[src/rtl/misr_bist_ctrl.sv]
// Sequencing controller for a MISR signature compactor: seeds the MISR, feeds a
// programmed number of source beats into it, then captures and grades the signature.
module misr_bist_ctrl #(
   parameter int MISR_LFSR_DW = 8,
   parameter int CNT_W        = 16
) (
   input  logic                    func_clk,
   input  logic                    func_rst_n,
   input  logic                    cfg_start,
   input  logic                    cfg_abort,
   input  logic [MISR_LFSR_DW-1:0] cfg_seed,
   input  logic [CNT_W-1:0]        cfg_len,
   input  logic [MISR_LFSR_DW-1:0] cfg_golden,
   input  logic                    src_vld,
   output logic                    src_rdy,
   output logic                    lfsr_load,
   output logic                    lfsr_start,
   output logic [MISR_LFSR_DW-1:0] lfsr_seed,
   input  logic [MISR_LFSR_DW-1:0] misr_out,
   output logic                    busy,
   output logic                    done,
   output logic                    pass,
   output logic                    fail,
   output logic [MISR_LFSR_DW-1:0] sig_out,
   output logic [2:0]              dbg_state
);

   // Source handshake: a beat is transferred in any cycle where src_vld and
   // src_rdy are both high; src_rdy is high only in RUN, and the MISR advances
   // (lfsr_start) in exactly the cycles a beat is transferred.

   typedef enum logic [2:0] {
      S_IDLE  = 3'd0,
      S_LOAD  = 3'd1,
      S_RUN   = 3'd2,
      S_CHECK = 3'd3,
      S_DONE  = 3'd4
   } state_e;

   localparam logic [CNT_W-1:0] CNT_ONE = CNT_W'(1);

   state_e                  state_q;
   logic [MISR_LFSR_DW-1:0] seed_q;
   logic [MISR_LFSR_DW-1:0] golden_q;
   logic [MISR_LFSR_DW-1:0] sig_q;
   logic [CNT_W-1:0]        len_q;
   logic [CNT_W-1:0]        cnt_q;
   logic [CNT_W-1:0]        cnt_d;
   logic                    lfsr_load_q;
   logic                    src_rdy_q;
   logic                    busy_q;
   logic                    done_q;
   logic                    pass_q;
   logic                    fail_q;
   logic                    beat;
   logic                    last_beat;
   logic                    sig_match;

   assign beat      = src_rdy_q & src_vld;
   assign cnt_d     = cnt_q + CNT_ONE;
   // cnt_q never exceeds len-1 inside a run, so cnt_q+1 == len marks the last beat.
   assign last_beat = (cnt_d == len_q);
   assign sig_match = (misr_out == golden_q);

   always_ff @(posedge func_clk) begin
      if (!func_rst_n) begin
         state_q     <= S_IDLE;
         seed_q      <= '0;
         golden_q    <= '0;
         len_q       <= '0;
         cnt_q       <= '0;
         sig_q       <= '0;
         lfsr_load_q <= 1'b0;
         src_rdy_q   <= 1'b0;
         busy_q      <= 1'b0;
         done_q      <= 1'b0;
         pass_q      <= 1'b0;
         fail_q      <= 1'b0;
      end else if (cfg_abort) begin
         // sig_q deliberately survives an abort so the last result stays readable.
         state_q     <= S_IDLE;
         lfsr_load_q <= 1'b0;
         src_rdy_q   <= 1'b0;
         busy_q      <= 1'b0;
         done_q      <= 1'b0;
         pass_q      <= 1'b0;
         fail_q      <= 1'b0;
      end else begin
         case (state_q)
            S_IDLE, S_DONE: begin
               if (cfg_start) begin
                  seed_q      <= cfg_seed;
                  len_q       <= cfg_len;
                  golden_q    <= cfg_golden;
                  cnt_q       <= '0;
                  done_q      <= 1'b0;
                  pass_q      <= 1'b0;
                  fail_q      <= 1'b0;
                  lfsr_load_q <= 1'b1;
                  busy_q      <= 1'b1;
                  state_q     <= S_LOAD;
               end
            end
            S_LOAD: begin
               lfsr_load_q <= 1'b0;
               cnt_q       <= '0;
               if (len_q != '0) begin
                  src_rdy_q <= 1'b1;
                  state_q   <= S_RUN;
               end else begin
                  state_q   <= S_CHECK;
               end
            end
            S_RUN: begin
               if (beat) begin
                  cnt_q <= cnt_d;
                  if (last_beat) begin
                     src_rdy_q <= 1'b0;
                     state_q   <= S_CHECK;
                  end
               end
            end
            S_CHECK: begin
               sig_q   <= misr_out;
               pass_q  <= sig_match;
               fail_q  <= ~sig_match;
               done_q  <= 1'b1;
               busy_q  <= 1'b0;
               state_q <= S_DONE;
            end
            default: begin
               src_rdy_q   <= 1'b0;
               lfsr_load_q <= 1'b0;
               busy_q      <= 1'b0;
               state_q     <= S_IDLE;
            end
         endcase
      end
   end

   assign src_rdy    = src_rdy_q;
   assign lfsr_load  = lfsr_load_q;
   assign lfsr_start = beat;
   assign lfsr_seed  = seed_q;
   assign busy       = busy_q;
   assign done       = done_q;
   assign pass       = pass_q;
   assign fail       = fail_q;
   assign sig_out    = sig_q;
   assign dbg_state  = state_q;

endmodule

[config.mk]
export PLATFORM = sky130hd
export DESIGN_NAME = misr_bist_ctrl
export DESIGN_NICKNAME = d
export VERILOG_FILES = /design/src/rtl/misr_bist_ctrl.sv
export SDC_FILE = /design/constraint.sdc
export NUM_CORES = 1
export LEC_CHECK = 0
export CAP_MARGIN = 0
export CORE_UTILIZATION = 35
export DETAILED_ROUTE_END_ITERATION = 7
export PLACE_DENSITY = 0.6
export SYNTH_ARGS = -nofsm -noshare
export SYNTH_HDL_FRONTEND = slang
export SYNTH_SLANG_ARGS = --single-unit
[constraint.sdc]
create_clock -name func_clk -period 3.5 [get_ports func_clk]
set_input_delay 0.525 -clock func_clk [delete_from_list [all_inputs] [get_ports func_clk]]
set_output_delay 0.525 -clock func_clk [all_outputs]
set_load 0.01 [all_outputs]
# --- After elaboration in Yosys (flattened, before gate mapping) ---
# Index checks and enable logic that the tools add are counted.
word_totals:
  regBits: 65
  output_inout_bits: 26
classes:
  n_addsub: 1
  eq_ne: 10
  muxes: 19
  n_bitwise: 7
  n_reduce_logical: 17
op_table:
  columns: ["op", "n"]
  rows:
  - ["$pmux 16 s3", 1]
  - ["$mux 16", 2]
  - ["$add 16x1->16 const B", 1]
  - ["$eq 16x16->1", 1]
  - ["$reduce_bool 16->1", 1]
  - ["$pmux 3 s4", 1]
  - ["$pmux 1 s2", 5]
  - ["$mux 3", 3]
  - ["$eq 8x8->1", 1]
  - ["$ne 2x2->1 const B", 4]
  - ["$reduce_and 2->1", 4]
  - ["$reduce_and 4->1", 2]
  - ["$reduce_or 2->1", 4]
  - ["$eq 3x2->1 const B", 2]
  - ["$mux 1", 6]
  - ["$not 1->1", 6]
  - ["$reduce_and 3->1", 2]
  - ["$eq 3x1->1 const B", 1]
  - ["$eq 3x3->1 const B", 1]
  - ["$logic_not 3->1", 1]
  - ["$pmux 1 s3", 1]
  - ["$reduce_bool 3->1", 1]
  - ["$reduce_or 3->1", 1]
  - ["$reduce_bool 2->1", 1]
  - ["$and 1x1->1", 1]

# --- Depth between registers and ports, before layout ---
logic_depth:
  depth_word: 5
  mapped_depth: 8
  ltp_nobuf: 7

# --- Worst setup path before layout ---
# OpenSTA, ideal clock, no wires.
synth_timing:
  path_kind: "reg2reg"
  from: "register cnt_q[0]"
  to: "register src_rdy_q (netlist: src_rdy)"
  setup_ns: 0.114
  arrival_time_ns: 1.838
  required_time_ns: 3.386
  setup_slack_ns: 1.548
  path_stages_with_launch: 9
  path_buffers: 1
  path_cell_list: "dfxtp_1 > ha_1 > and3_1 > clkbuf_1 > and4_1 > o21ai_0 > a211oi_1 > nand4_1 > a21o_1"
synth_via:
  elab_chain_len: 4
synth_lines:
  columns: ["element", "line", "text"]
  rows:
  - ["start: declaration", "47", "logic [CNT_W-1:0] cnt_q;"]
  - ["start signal: assignment", "116", "cnt_q <= cnt_d;"]
  - ["$add 16x1->16", "60", "assign cnt_d = cnt_q + CNT_ONE;"]
  - ["$eq 16x16->1", "62", "assign last_beat = (cnt_d == len_q);"]
  - ["$ne 2x2->1 (no line)", null, null]
  - ["$reduce_and 4->1 (no line)", null, null]
  - ["end signal: assignment", "74", "src_rdy_q <= 1'b0;"]
  - ["end signal: assignment", "83", "src_rdy_q <= 1'b0;"]
  - ["end signal: assignment", "108", "src_rdy_q <= 1'b1;"]
  - ["end: declaration", "50", "logic src_rdy_q;"]
# No other way between the ends.
# A chain may end at the register's enable or synchronous reset.

# --- Worst setup path in the final report ---
# Same ends and word-level chain as after synthesis.

==> results.cfg <==
[status]
outcome = finished clean

[worst_setup_path]
critPathLaunchType = flop
r2r_start = cnt_q[0]
r2r_setup_slack_ps = 1010
cp_max_fo = 8
worstSetupEndpointType = flop
crit_arrival_ps = 2730
crit_required_ps = 3740
critPathKind = reg2reg
cp-startpoint = cnt_q[0]

[final_layout]
drive_above_1_share = 0.0531
n_antenna_cell = 0
nets = 531
final_cell_mix = nand2_1, clkdlybuf4s50_1, dfxtp_1
mostFrequentLayoutCell = nand2_1
areaGrowthSynthToFinish_pct = 27.1
layout.cells.non_filler = 619

[drt]
dr.pass1.iters = 4
ant_nets = 0
wl_per_cell_um = 14.5
drc = 0
routed-via-count = 3203
vias_per_cell = 5.17
finalWirelength_um = 9000
initialDrtViolationCount = 128

[synthesis]
yosysTopAreaCellShare = 0.382
avgSynthCellArea_um2 = 7.87
ys_seq_elements = 65
yosys.area.top_type = dfxtp_1
yosys_warnings = 0
ys.flop_type = dfxtp_1
synthTopCellsByArea = dfxtp_1, a21boi_0, nand2_1, o21ai_0, xor2_1
syn_nets = 479
syn_inst = 433
synth_area_mm2 = 0.00341
ys_async_sr_fraction = 0
synth.distinct_cells = 49
yosysSeqAreaShare = 0.382
synth-edff-count = 0

[die]
start_util = 0.365
die_w_um = 101
rows = 35
die_h_um = 101
design.core.area_mm2 = 0.00933
dieArea_mm2 = 0.0101
io_pins = 71

[clocking]
h-tree-depth = 3
clock-sinks = 65
cts_tree = yes
clock_latency_ps = 350
cts_resized = 0
holdBufCountCts = 0
post-cts-setup-buffer-count = 0
clk_pin_slew_ps = 70
clk_path_buf_depth = 2
cts_root_buffer = clkbuf_8
cts_made_buffers = 9

[grt]
grt_pass1_vias = 3166
grt_max_degree = 58
overflow = 0
grt_antenna_before_repair = 0
grt_pass1_wl_um = 15000
track_usage = 0.188

[timing]
finalSetupViolCount = 0
clock_skew_ps = 6.71
rsz0062_at_grt = no
fmax_mhz = 402
hold_viol = 0
finalCriticalPeriod_ps = 2490
min_period_over_period = 0.710
maxSlewViolCount = 0
fin_tns_setup_ps = 0
slew_headroom = 0.564
tightestPinTransition_ps = 651

[place]
dp_cells = 603
gp_congestion = 0.866
place_hpwl_um = 6220
numPortBuffers = 70

[worst_hold_path]
min_path_type = reg2reg
hold_start = lfsr_seed[2]

[power]
p_int_mw = 1.19
switchingPower_mw = 0.412
swShare = 0.257
clockPowerShare = 0.396
combPwrFrac = 0.117
seqPwrFrac = 0.488
powerDensity_mw_per_mm2 = 370
peakVddDrop_v = 0.000192
p_leak_nw = 1.50

[job]
cap_violations = 0
## worst max-delay path: stages, from the launching register on
cell      delay, ps
dfxtp_1         510
ha_1            330
nand3_1         130
nor2_1          500
nand4_1         160
a211oi_1        350
nand4_1         190
a21o_1          190
## cell families after synthesis
kind of cell	after synthesis	synth area share
compound gates	126	0.240
xor+xnor	26	0.0668
fa+ha+maj	1	0.00367
buf+inv	37	0.0488
flops	65	0.382
simple gates	178	0.258
## registers in the layout (all words and copies together) (netlist names)
signal / cells
busy: 1
cnt_q: 16
done: 1
len_q: 16
lfsr_seed: 8
sig_out: 8
lfsr_load: 1
pass: 1
fail: 1
src_rdy: 1
dbg_state: 3
golden_q: 8
## through the flow
step	hold slack (ps)	total power [mW]	setup slack (ps)	area (um^2)	utilization
6_report	467	1.60	1010	4330	0.464
5_1_grt	498	1.67	842	4330	0.464
4_1_cts	471	1.62	1080	4330	0.464
3_5_place_dp	459	0.986	1040	4140	0.444
3_3_place_gp	449	0.984	1110	4140	0.444
2_1_floorplan	455	0.889	1550	3410	-
## power by group through the flow
| stage | Combinational (mW) | Sequential (mW) | Clock [mW] |
|---|---|---|---|
| 5_1_grt | 0.206 | 0.784 | 0.683 |
| 2_1_floorplan | 0.0951 | 0.794 | 0 |
| 4_1_cts | 0.189 | 0.780 | 0.650 |
| 3_3_place_gp | 0.187 | 0.797 | 0 |
| 6_report | 0.187 | 0.781 | 0.634 |
| 3_5_place_dp | 0.188 | 0.798 | 0 |
## routing by layer
metal	global-route usage	vias to the layer above	share of wire
li1	-	1609	-
met1	0.230	1491	0.45
met2	0.312	89	0.47
met3	0.0596	14	0.067
met4	0.0658	0	0.017
met5	0	-	0
## layout make-up
| class | instances | area (um^2) |
|---|---|---|
| Sequential cell | 65 | 1300 |
| Inverter | 6 | 22.5 |
| Timing Repair Buffer | 72 | 716 |
| Tap cell | 129 | 161 |
| Multi-Input combinational cell | 331 | 1940 |
| Clock buffer | 11 | 131 |
| Clock inverter | 5 | 56.3 |
| Fill cell | 942 | 5000 |
## worst paths after layout
| check | to | depth (start not counted) |
|---|---|---|
| max reg2reg | src_rdy | 7 |
| min | lfsr_seed[2] | 2 |
| min reg2reg | lfsr_seed[2] | 2 |
| max | src_rdy | 7 |
## cell usage after synthesis, drive strengths merged (5+ instances only)
cell / count
nor2b: 9
nand2b: 5
nand4: 8
nor2: 21
o21ai: 32
a21boi: 47
xor2: 14
nand3: 9
buf: 8
inv: 6
a21oi: 18
a31oi: 9
nor4: 8
nor3: 10
xnor2: 12
clkbuf: 23
nand2: 88
dfxtp: 65
Note: power is estimated with default switching activity, not from simulation.
